## src/rtl/axi_ctrl_pkg.sv

```systemverilog
// Shared types and constants for the command arbiter and its neighbours.
// Holds the arbiter FSM encoding and the 2-bit AXI response codes.
package axi_ctrl_pkg;

   typedef enum logic [1:0] {
      ARB_IDLE  = 2'd0,
      ARB_ISSUE = 2'd1,
      ARB_WAIT  = 2'd2
   } arb_state_t;

   localparam logic [1:0] RESP_OKAY   = 2'b00;
   localparam logic [1:0] RESP_EXOKAY = 2'b01;
   localparam logic [1:0] RESP_SLVERR = 2'b10;
   localparam logic [1:0] RESP_DECERR = 2'b11;

endpackage

```

## src/rtl/axi_cmd_arbiter_if.sv

```systemverilog
// Bundle of requester-side and downstream-side signals around the command arbiter.
// The slave modport is the arbiter's view; master is the surrounding system's view.
interface axi_cmd_arbiter_if #(
   parameter int NUM_REQ    = 4,
   parameter int ADDR_WIDTH = 32,
   parameter int DATA_WIDTH = 32
);
   localparam int STRB_WIDTH = DATA_WIDTH / 8;

   logic [NUM_REQ-1:0]            req_valid;
   logic [NUM_REQ-1:0]            req_ready;
   logic [NUM_REQ-1:0]            req_write;
   logic [NUM_REQ*ADDR_WIDTH-1:0] req_addr;
   logic [NUM_REQ*DATA_WIDTH-1:0] req_wdata;
   logic [NUM_REQ*STRB_WIDTH-1:0] req_wstrb;
   logic [NUM_REQ*8-1:0]          req_len;
   logic [NUM_REQ-1:0]            req_rvalid;
   logic [NUM_REQ-1:0]            req_rready;
   logic [DATA_WIDTH-1:0]         req_rdata;
   logic [1:0]                    req_resp;
   logic [NUM_REQ-1:0]            req_done;

   logic                          m_cmd_valid;
   logic                          m_cmd_ready;
   logic                          m_cmd_write;
   logic [ADDR_WIDTH-1:0]         m_cmd_addr;
   logic [DATA_WIDTH-1:0]         m_cmd_wdata;
   logic [STRB_WIDTH-1:0]         m_cmd_wstrb;
   logic [7:0]                    m_cmd_len;
   logic [DATA_WIDTH-1:0]         m_cmd_rdata;
   logic                          m_cmd_rvalid;
   logic                          m_cmd_rready;
   logic [1:0]                    m_cmd_resp;
   logic                          m_cmd_done;

   modport slave (
      input  req_valid, req_write, req_addr, req_wdata, req_wstrb, req_len, req_rready,
      output req_ready, req_rvalid, req_rdata, req_resp, req_done,
      output m_cmd_valid, m_cmd_write, m_cmd_addr, m_cmd_wdata, m_cmd_wstrb, m_cmd_len,
      output m_cmd_rready,
      input  m_cmd_ready, m_cmd_rdata, m_cmd_rvalid, m_cmd_resp, m_cmd_done
   );

   modport master (
      output req_valid, req_write, req_addr, req_wdata, req_wstrb, req_len, req_rready,
      input  req_ready, req_rvalid, req_rdata, req_resp, req_done,
      input  m_cmd_valid, m_cmd_write, m_cmd_addr, m_cmd_wdata, m_cmd_wstrb, m_cmd_len,
      input  m_cmd_rready,
      output m_cmd_ready, m_cmd_rdata, m_cmd_rvalid, m_cmd_resp, m_cmd_done
   );

endinterface

```

## src/rtl/axi_rr_pick.sv

```systemverilog
// Combinational round-robin picker: scans ptr+1, ptr+2, ... modulo NUM_REQ
// and returns the first requesting index.
module axi_rr_pick #(
   parameter int NUM_REQ = 4,
   localparam int IDX_W  = $clog2(NUM_REQ)
) (
   input  logic [NUM_REQ-1:0] req,
   input  logic [IDX_W-1:0]   ptr,
   output logic [IDX_W-1:0]   winner,
   output logic               any
);

   logic [IDX_W-1:0] idx;

   // The !any guard makes the earliest index in the rotated order win.
   always_comb begin
      winner = '0;
      any    = 1'b0;
      idx    = '0;
      for (int k = 1; k <= NUM_REQ; k++) begin
         idx = IDX_W'((int'(ptr) + k) % NUM_REQ);
         if (!any && req[idx]) begin
            winner = idx;
            any    = 1'b1;
         end
      end
   end

endmodule

```

## src/rtl/axi_cmd_arbiter.sv

```systemverilog
// Round-robin arbiter funnelling NUM_REQ command requesters onto one downstream
// command port; one transaction is owned end to end before the next arbitration.
module axi_cmd_arbiter
   import axi_ctrl_pkg::*;
#(
   parameter int NUM_REQ    = 4,
   parameter int ADDR_WIDTH = 32,
   parameter int DATA_WIDTH = 32,
   localparam int IDX_W     = $clog2(NUM_REQ)
) (
   input  logic               clk,
   input  logic               rst,
   axi_cmd_arbiter_if.slave   bus,
   output logic [IDX_W-1:0]   grant_id,
   output logic               busy
);

   localparam int STRB_WIDTH = DATA_WIDTH / 8;

   if (NUM_REQ < 2 || NUM_REQ > 16) begin : g_bad_num_req
      $error("axi_cmd_arbiter: NUM_REQ must be in 2..16");
   end

   arb_state_t         state;
   logic [IDX_W-1:0]   last_grant;
   logic [IDX_W-1:0]   pick_idx;
   logic               pick_any;
   logic [NUM_REQ-1:0] grant_oh;

   logic [ADDR_WIDTH-1:0] addr_arr  [NUM_REQ];
   logic [DATA_WIDTH-1:0] wdata_arr [NUM_REQ];
   logic [STRB_WIDTH-1:0] wstrb_arr [NUM_REQ];
   logic [7:0]            len_arr   [NUM_REQ];

   // Unpack the flat per-requester buses so the mux below indexes by grant_id.
   for (genvar i = 0; i < NUM_REQ; i++) begin : g_unpack
      assign addr_arr[i]  = bus.req_addr[i*ADDR_WIDTH +: ADDR_WIDTH];
      assign wdata_arr[i] = bus.req_wdata[i*DATA_WIDTH +: DATA_WIDTH];
      assign wstrb_arr[i] = bus.req_wstrb[i*STRB_WIDTH +: STRB_WIDTH];
      assign len_arr[i]   = bus.req_len[i*8 +: 8];
   end

   axi_rr_pick #(.NUM_REQ(NUM_REQ)) u_pick (
      .req    (bus.req_valid),
      .ptr    (last_grant),
      .winner (pick_idx),
      .any    (pick_any)
   );

   // last_grant only advances on completion, so an abandoned transaction
   // leaves the rotation where it was.
   always_ff @(posedge clk) begin
      if (rst) begin
         state      <= ARB_IDLE;
         grant_id   <= '0;
         last_grant <= IDX_W'(NUM_REQ - 1);
      end else begin
         unique case (state)
            ARB_IDLE: begin
               if (pick_any) begin
                  grant_id <= pick_idx;
                  state    <= ARB_ISSUE;
               end
            end
            ARB_ISSUE: begin
               if (bus.m_cmd_ready) begin
                  state <= ARB_WAIT;
               end
            end
            ARB_WAIT: begin
               if (bus.m_cmd_done) begin
                  last_grant <= grant_id;
                  state      <= ARB_IDLE;
               end
            end
            default: state <= ARB_IDLE;
         endcase
      end
   end

   assign grant_oh      = NUM_REQ'(1) << grant_id;
   assign busy          = (state != ARB_IDLE);
   assign bus.req_rdata = bus.m_cmd_rdata;
   assign bus.req_resp  = bus.m_cmd_resp;

   // Everything routed to or from the owner is gated by state, so
   // downstream activity outside WAIT never leaks through.
   always_comb begin
      bus.m_cmd_valid  = 1'b0;
      bus.m_cmd_write  = 1'b0;
      bus.m_cmd_addr   = '0;
      bus.m_cmd_wdata  = '0;
      bus.m_cmd_wstrb  = '0;
      bus.m_cmd_len    = '0;
      bus.m_cmd_rready = 1'b0;
      bus.req_ready    = '0;
      bus.req_rvalid   = '0;
      bus.req_done     = '0;
      if (state == ARB_ISSUE) begin
         bus.m_cmd_valid = 1'b1;
         bus.m_cmd_write = bus.req_write[grant_id];
         bus.m_cmd_addr  = addr_arr[grant_id];
         bus.m_cmd_wdata = wdata_arr[grant_id];
         bus.m_cmd_wstrb = wstrb_arr[grant_id];
         bus.m_cmd_len   = len_arr[grant_id];
         bus.req_ready   = grant_oh & {NUM_REQ{bus.m_cmd_ready}};
      end
      if (state == ARB_WAIT) begin
         bus.m_cmd_rready = bus.req_rready[grant_id];
         bus.req_rvalid   = grant_oh & {NUM_REQ{bus.m_cmd_rvalid}};
         bus.req_done     = grant_oh & {NUM_REQ{bus.m_cmd_done}};
      end
   end

endmodule

```

## src/flat_wrapper.sv

```systemverilog
// flat-port wrapper written by rule: the top's interface ports become plain ports
module axi_cmd_arbiter_flat import axi_ctrl_pkg::*;
#(
   parameter int NUM_REQ    = 4,
   parameter int ADDR_WIDTH = 32,
   parameter int DATA_WIDTH = 32,
   localparam int IDX_W     = $clog2(NUM_REQ)
)
  (clk, rst, grant_id, busy, bus_req_valid, bus_req_write, bus_req_addr, bus_req_wdata, bus_req_wstrb, bus_req_len, bus_req_rready, bus_req_ready, bus_req_rvalid, bus_req_rdata, bus_req_resp, bus_req_done, bus_m_cmd_valid, bus_m_cmd_write, bus_m_cmd_addr, bus_m_cmd_wdata, bus_m_cmd_wstrb, bus_m_cmd_len, bus_m_cmd_rready, bus_m_cmd_ready, bus_m_cmd_rdata, bus_m_cmd_rvalid, bus_m_cmd_resp, bus_m_cmd_done);
  axi_cmd_arbiter_if #(.NUM_REQ(NUM_REQ), .ADDR_WIDTH(ADDR_WIDTH), .DATA_WIDTH(DATA_WIDTH)) bus_i ();
  input  logic clk;
  input  logic rst;
  output logic [IDX_W-1:0] grant_id;
  output logic busy;
  input wire logic [$bits(bus_i.req_valid)-1:0] bus_req_valid;
  input wire logic [$bits(bus_i.req_write)-1:0] bus_req_write;
  input wire logic [$bits(bus_i.req_addr)-1:0] bus_req_addr;
  input wire logic [$bits(bus_i.req_wdata)-1:0] bus_req_wdata;
  input wire logic [$bits(bus_i.req_wstrb)-1:0] bus_req_wstrb;
  input wire logic [$bits(bus_i.req_len)-1:0] bus_req_len;
  input wire logic [$bits(bus_i.req_rready)-1:0] bus_req_rready;
  output wire logic [$bits(bus_i.req_ready)-1:0] bus_req_ready;
  output wire logic [$bits(bus_i.req_rvalid)-1:0] bus_req_rvalid;
  output wire logic [$bits(bus_i.req_rdata)-1:0] bus_req_rdata;
  output wire logic [$bits(bus_i.req_resp)-1:0] bus_req_resp;
  output wire logic [$bits(bus_i.req_done)-1:0] bus_req_done;
  output wire logic [$bits(bus_i.m_cmd_valid)-1:0] bus_m_cmd_valid;
  output wire logic [$bits(bus_i.m_cmd_write)-1:0] bus_m_cmd_write;
  output wire logic [$bits(bus_i.m_cmd_addr)-1:0] bus_m_cmd_addr;
  output wire logic [$bits(bus_i.m_cmd_wdata)-1:0] bus_m_cmd_wdata;
  output wire logic [$bits(bus_i.m_cmd_wstrb)-1:0] bus_m_cmd_wstrb;
  output wire logic [$bits(bus_i.m_cmd_len)-1:0] bus_m_cmd_len;
  output wire logic [$bits(bus_i.m_cmd_rready)-1:0] bus_m_cmd_rready;
  input wire logic [$bits(bus_i.m_cmd_ready)-1:0] bus_m_cmd_ready;
  input wire logic [$bits(bus_i.m_cmd_rdata)-1:0] bus_m_cmd_rdata;
  input wire logic [$bits(bus_i.m_cmd_rvalid)-1:0] bus_m_cmd_rvalid;
  input wire logic [$bits(bus_i.m_cmd_resp)-1:0] bus_m_cmd_resp;
  input wire logic [$bits(bus_i.m_cmd_done)-1:0] bus_m_cmd_done;
  assign bus_i.req_valid = bus_req_valid;
  assign bus_i.req_write = bus_req_write;
  assign bus_i.req_addr = bus_req_addr;
  assign bus_i.req_wdata = bus_req_wdata;
  assign bus_i.req_wstrb = bus_req_wstrb;
  assign bus_i.req_len = bus_req_len;
  assign bus_i.req_rready = bus_req_rready;
  assign bus_req_ready = bus_i.req_ready;
  assign bus_req_rvalid = bus_i.req_rvalid;
  assign bus_req_rdata = bus_i.req_rdata;
  assign bus_req_resp = bus_i.req_resp;
  assign bus_req_done = bus_i.req_done;
  assign bus_m_cmd_valid = bus_i.m_cmd_valid;
  assign bus_m_cmd_write = bus_i.m_cmd_write;
  assign bus_m_cmd_addr = bus_i.m_cmd_addr;
  assign bus_m_cmd_wdata = bus_i.m_cmd_wdata;
  assign bus_m_cmd_wstrb = bus_i.m_cmd_wstrb;
  assign bus_m_cmd_len = bus_i.m_cmd_len;
  assign bus_m_cmd_rready = bus_i.m_cmd_rready;
  assign bus_i.m_cmd_ready = bus_m_cmd_ready;
  assign bus_i.m_cmd_rdata = bus_m_cmd_rdata;
  assign bus_i.m_cmd_rvalid = bus_m_cmd_rvalid;
  assign bus_i.m_cmd_resp = bus_m_cmd_resp;
  assign bus_i.m_cmd_done = bus_m_cmd_done;
  axi_cmd_arbiter #(.NUM_REQ(NUM_REQ), .ADDR_WIDTH(ADDR_WIDTH), .DATA_WIDTH(DATA_WIDTH)) u_core (.clk(clk), .rst(rst), .bus(bus_i), .grant_id(grant_id), .busy(busy));
endmodule
```

## config.mk

```make
export PLATFORM = sky130hd
export DESIGN_NAME = axi_cmd_arbiter_flat
export DESIGN_NICKNAME = d
export VERILOG_FILES = /design/src/rtl/axi_ctrl_pkg.sv /design/src/rtl/axi_cmd_arbiter_if.sv /design/src/rtl/axi_rr_pick.sv /design/src/rtl/axi_cmd_arbiter.sv /design/src/flat_wrapper.sv
export SDC_FILE = /design/constraint.sdc
export NUM_CORES = 1
export LEC_CHECK = 0
export CORE_AREA = 2 2 188 190
export CTS_CLUSTER_DIAMETER = 50
export DETAILED_ROUTE_END_ITERATION = 8
export DIE_AREA = 0 0 190 192
export SETUP_SLACK_MARGIN = 0.05
export SYNTH_ARGS = -nofsm -noshare
export SYNTH_HDL_FRONTEND = slang
export SYNTH_SLANG_ARGS = --single-unit
```

## constraint.sdc

```tcl
create_clock -name clk -period 1.76 [get_ports clk]
set_input_delay 0.352 -clock clk [delete_from_list [all_inputs] [get_ports clk]]
set_output_delay 0.352 -clock clk [all_outputs]
set_load 0.02 [all_outputs]
```

==> results.yml <==
layout:
  nets: 1050
  final_layout_size_suffix_gt1_frac: 0.478
  design_area_um2: 8740
  area_growth_pct: 181
  final-instance-count-excl-fill: 1150
  fill_cells: 3592
detailed_routing:
  drcViolationCount: 0
  wirelength_mm: 22.2
  drt_pre_antenna_iters: 4
  via_count: 4154
  drt.antenna.violating_nets: 0
  wl_per_cell_um: 19.3
  first_iter_violations: 162
  vias_per_cell: 3.61
critical_path:
  startpoint: "u_core.grant_id[0]"
  crit_path_start_kind: "flip-flop"
  reg2reg_to: "u_core.grant_id[1]"
  r2r_cells: 5
  worstReg2RegStart: "u_core.state[1]"
  crit_required_ps: 1410
  critical_path_arrival_ps: 1870
  worstSetupEndpointType: "output pin"
  critPathMaxFanout: 5
  path_class: "reg2out"
  ff2ff_setup_slack_ps: 370
yosys:
  synthFlopType: "dfxtp_1"
  syn_inst: 279
  ys_ff_latch: 6
  async_flop_share: 0
  synth_seq_area_share: 0.0386
  synth_area_um2: 3110
  synthDistinctLibCells: 28
  synth.avg_cell_area_um2: 11.1
  yosysWarnings: 0
  synth_edf_count: 0
  syn_nets: 634
timing:
  finClkSkew_ps: 3.30
  relSlewSlack: 0.789
  setup_slack_ps: -459
  max_freq_ghz: 0.451
  period_needed_ps: 2220
  setup_viol: 89
  slew_violations: 0
  grt_setup_unrepaired: "true"
  fin_crit_sh: 1.26
  tightest_slew_ps: 308
  hold_viol: 0
grt:
  grt_pass1_vias: 4228
  overflow: 0
  grtUsageTotal: 0.106
  grt_start_max_net_pins: 46
  grt_pass1_wl_mm: 28.8
  antenna_found_initial: 1
place:
  port_buffers: 414
  gp_congestion: 0.789
  placed_cells: 1116
  pre_cts_slack_ps: -753
  hpwl_mm: 17.1
  place_area_um2: 7790
power:
  p_leak_nw: 3.25
  switching_share: 0.333
  p_per_area_nw_per_um2: 433
  pwr-share-clk: 0.101
  finalPower_mw: 3.78
  p_seq_frac: 0.044
  ir_drop_v: 0.000267
  p_int_mw: 2.52
  combPwrFrac: 0.856
  power.switching_mw: 1.26
status:
  outcome: "finished, violations left"
  violations: "setup timing"
clocking:
  numCtsBuffers: 3
  cts_num_sinks: 6
  insertion_delay_ps: 230
  htreeDepth: 1
  cts_root_buf: "clkbuf_16"
  cts_tree: "built"
  clk_pin_slew_ps: 40
  clk_path_buf_depth: 2
die:
  ios: 483
  die_x_um: 190
  die_area_um2: 36500
  num_rows: 68
  core_area_um2: 34300
  die_h_um: 192
  start_util: 0.0907
hold_path:
  hold_class: "reg2reg"
  min_path_cells: 2
  worstHoldStart: "u_core.state[0]"
  whs_endpoint: "u_core.state[0]"
run:
  drv_cap: 0
cells in the final DEF (no fill, tap or decap), types with 2 or more instances in the layout:
cell type,netlist,final
inv_1,2,2
nand3_1,2,2
buf_4,34,23
mux4_2,78,78
nand3b_1,2,2
nor2b_2,0,2
and2_1,78,4
nor2_1,15,6
dfxtp_4,0,2
o221ai_1,2,2
clkbuf_16,0,5
nand2_1,10,6
buf_6,1,96
buf_16,0,8
buf_8,0,9
and2_4,0,74
nor2_4,0,8
nand2b_4,0,2
nor3_4,0,2
dfxtp_1,6,4
clkdlybuf4s50_1,0,320
o21ai_0,2,2
buf_2,9,4
buf_12,5,10
nand2_2,0,3
area by class of cell:
class	instances	area, um2	share of cell area
Sequential cell	6	128	0.0146
Antenna cell	1	2.50	0.000286
Clock buffer	4	78.8	0.00902
Inverter	2	7.51	0.000859
Multi-Input combinational cell	208	2850	0.326
Timing Repair Buffer	474	5100	0.584
Tap cell	455	569	0.0652
critical path, cell delays in order, from the launching register on:
cell and delay (ps):
dfxtp_4 360, buf_12 110, buf_12 130, buf_4 160, mux4_2 520, and2_4 190
buf_2 160
how the worst max path moves through the flow:
stage | cells after the start | slack, ps | endpoint
floorplan | 5 | -40 | bus_m_cmd_addr[30]
global placement | 4 | -780 | bus_m_cmd_addr[31]
detailed placement | 4 | -750 | bus_m_cmd_addr[31]
CTS | 7 | -490 | bus_m_cmd_addr[16]
global route | 7 | -490 | bus_m_cmd_wdata[8]
finish | 6 | -460 | bus_m_cmd_addr[0]
logic make-up after synthesis:
| logic type | synth area share |
|---|---|
| compound gates | 0.0258 |
| buf+inv | 0.152 |
| flops | 0.0386 |
| mux | 0.565 |
| simple gates | 0.219 |
synthesized netlist by cell type, types with 2 or more instances:
cell,n,area (um2)
and2_1,78,488
mux4_2,78,1760
buf_4,34,255
nor2_1,15,56.3
clkbuf_1,13,48.8
nand2_1,10,37.5
buf_2,9,45.0
dfxtp_1,6,120
buf_12,5,100
nand2b_1,3,18.8
nor2b_1,3,18.8
nor3_1,3,15.0
a311oi_1,2,17.5
inv_1,2,7.51
nand3_1,2,10.0
nand3b_1,2,15.0
o21ai_0,2,10.0
o221ai_1,2,17.5
per-layer routing:
metal / track usage / share of wire / vias to the layer above
met5: 0 / 0 / -
met3: 0.0228 / 0.076 / 4
li1: - / - / 1881
met4: 0.00477 / 0.0011 / 0
met1: 0.140 / 0.41 / 2066
met2: 0.186 / 0.51 / 203
stage by stage:
| stage | hold WS (ps) | util | TNS [ps] |
|---|---|---|---|
| after floorplan | 414 | - | -1620 |
| after global placement | 543 | 0.227 | -45440 |
| after detailed placement | 567 | 0.227 | -45310 |
| after CTS | 578 | 0.249 | -33740 |
| after global routing | 604 | 0.255 | -32330 |
| final | 586 | 0.255 | -27490 |
timing repair:
item / CTS / global route
gates resized for setup: 597 / 56
cloned: 7 / 2
pin swaps: 21 / 61
buffers inserted: 18 / 7
endpoints found under the setup margin: 94 / 94
hold buffers: 0 / 0
power by group through the flow:
stage	clock (mW)	sequential, mW	combinational, mW
after floorplan	0	0.163	1.43
after global placement	0	0.168	2.68
after detailed placement	0	0.168	2.69
after CTS	0.384	0.166	3.18
after global routing	0.396	0.167	3.41
final	0.380	0.165	3.24
flip-flops by register name, summed over array words and instances (netlist names):
signal / count
u_core.grant_id: 2
u_core.last_grant: 2
u_core.state: 2
Note: power is estimated with default switching activity, not from simulation.
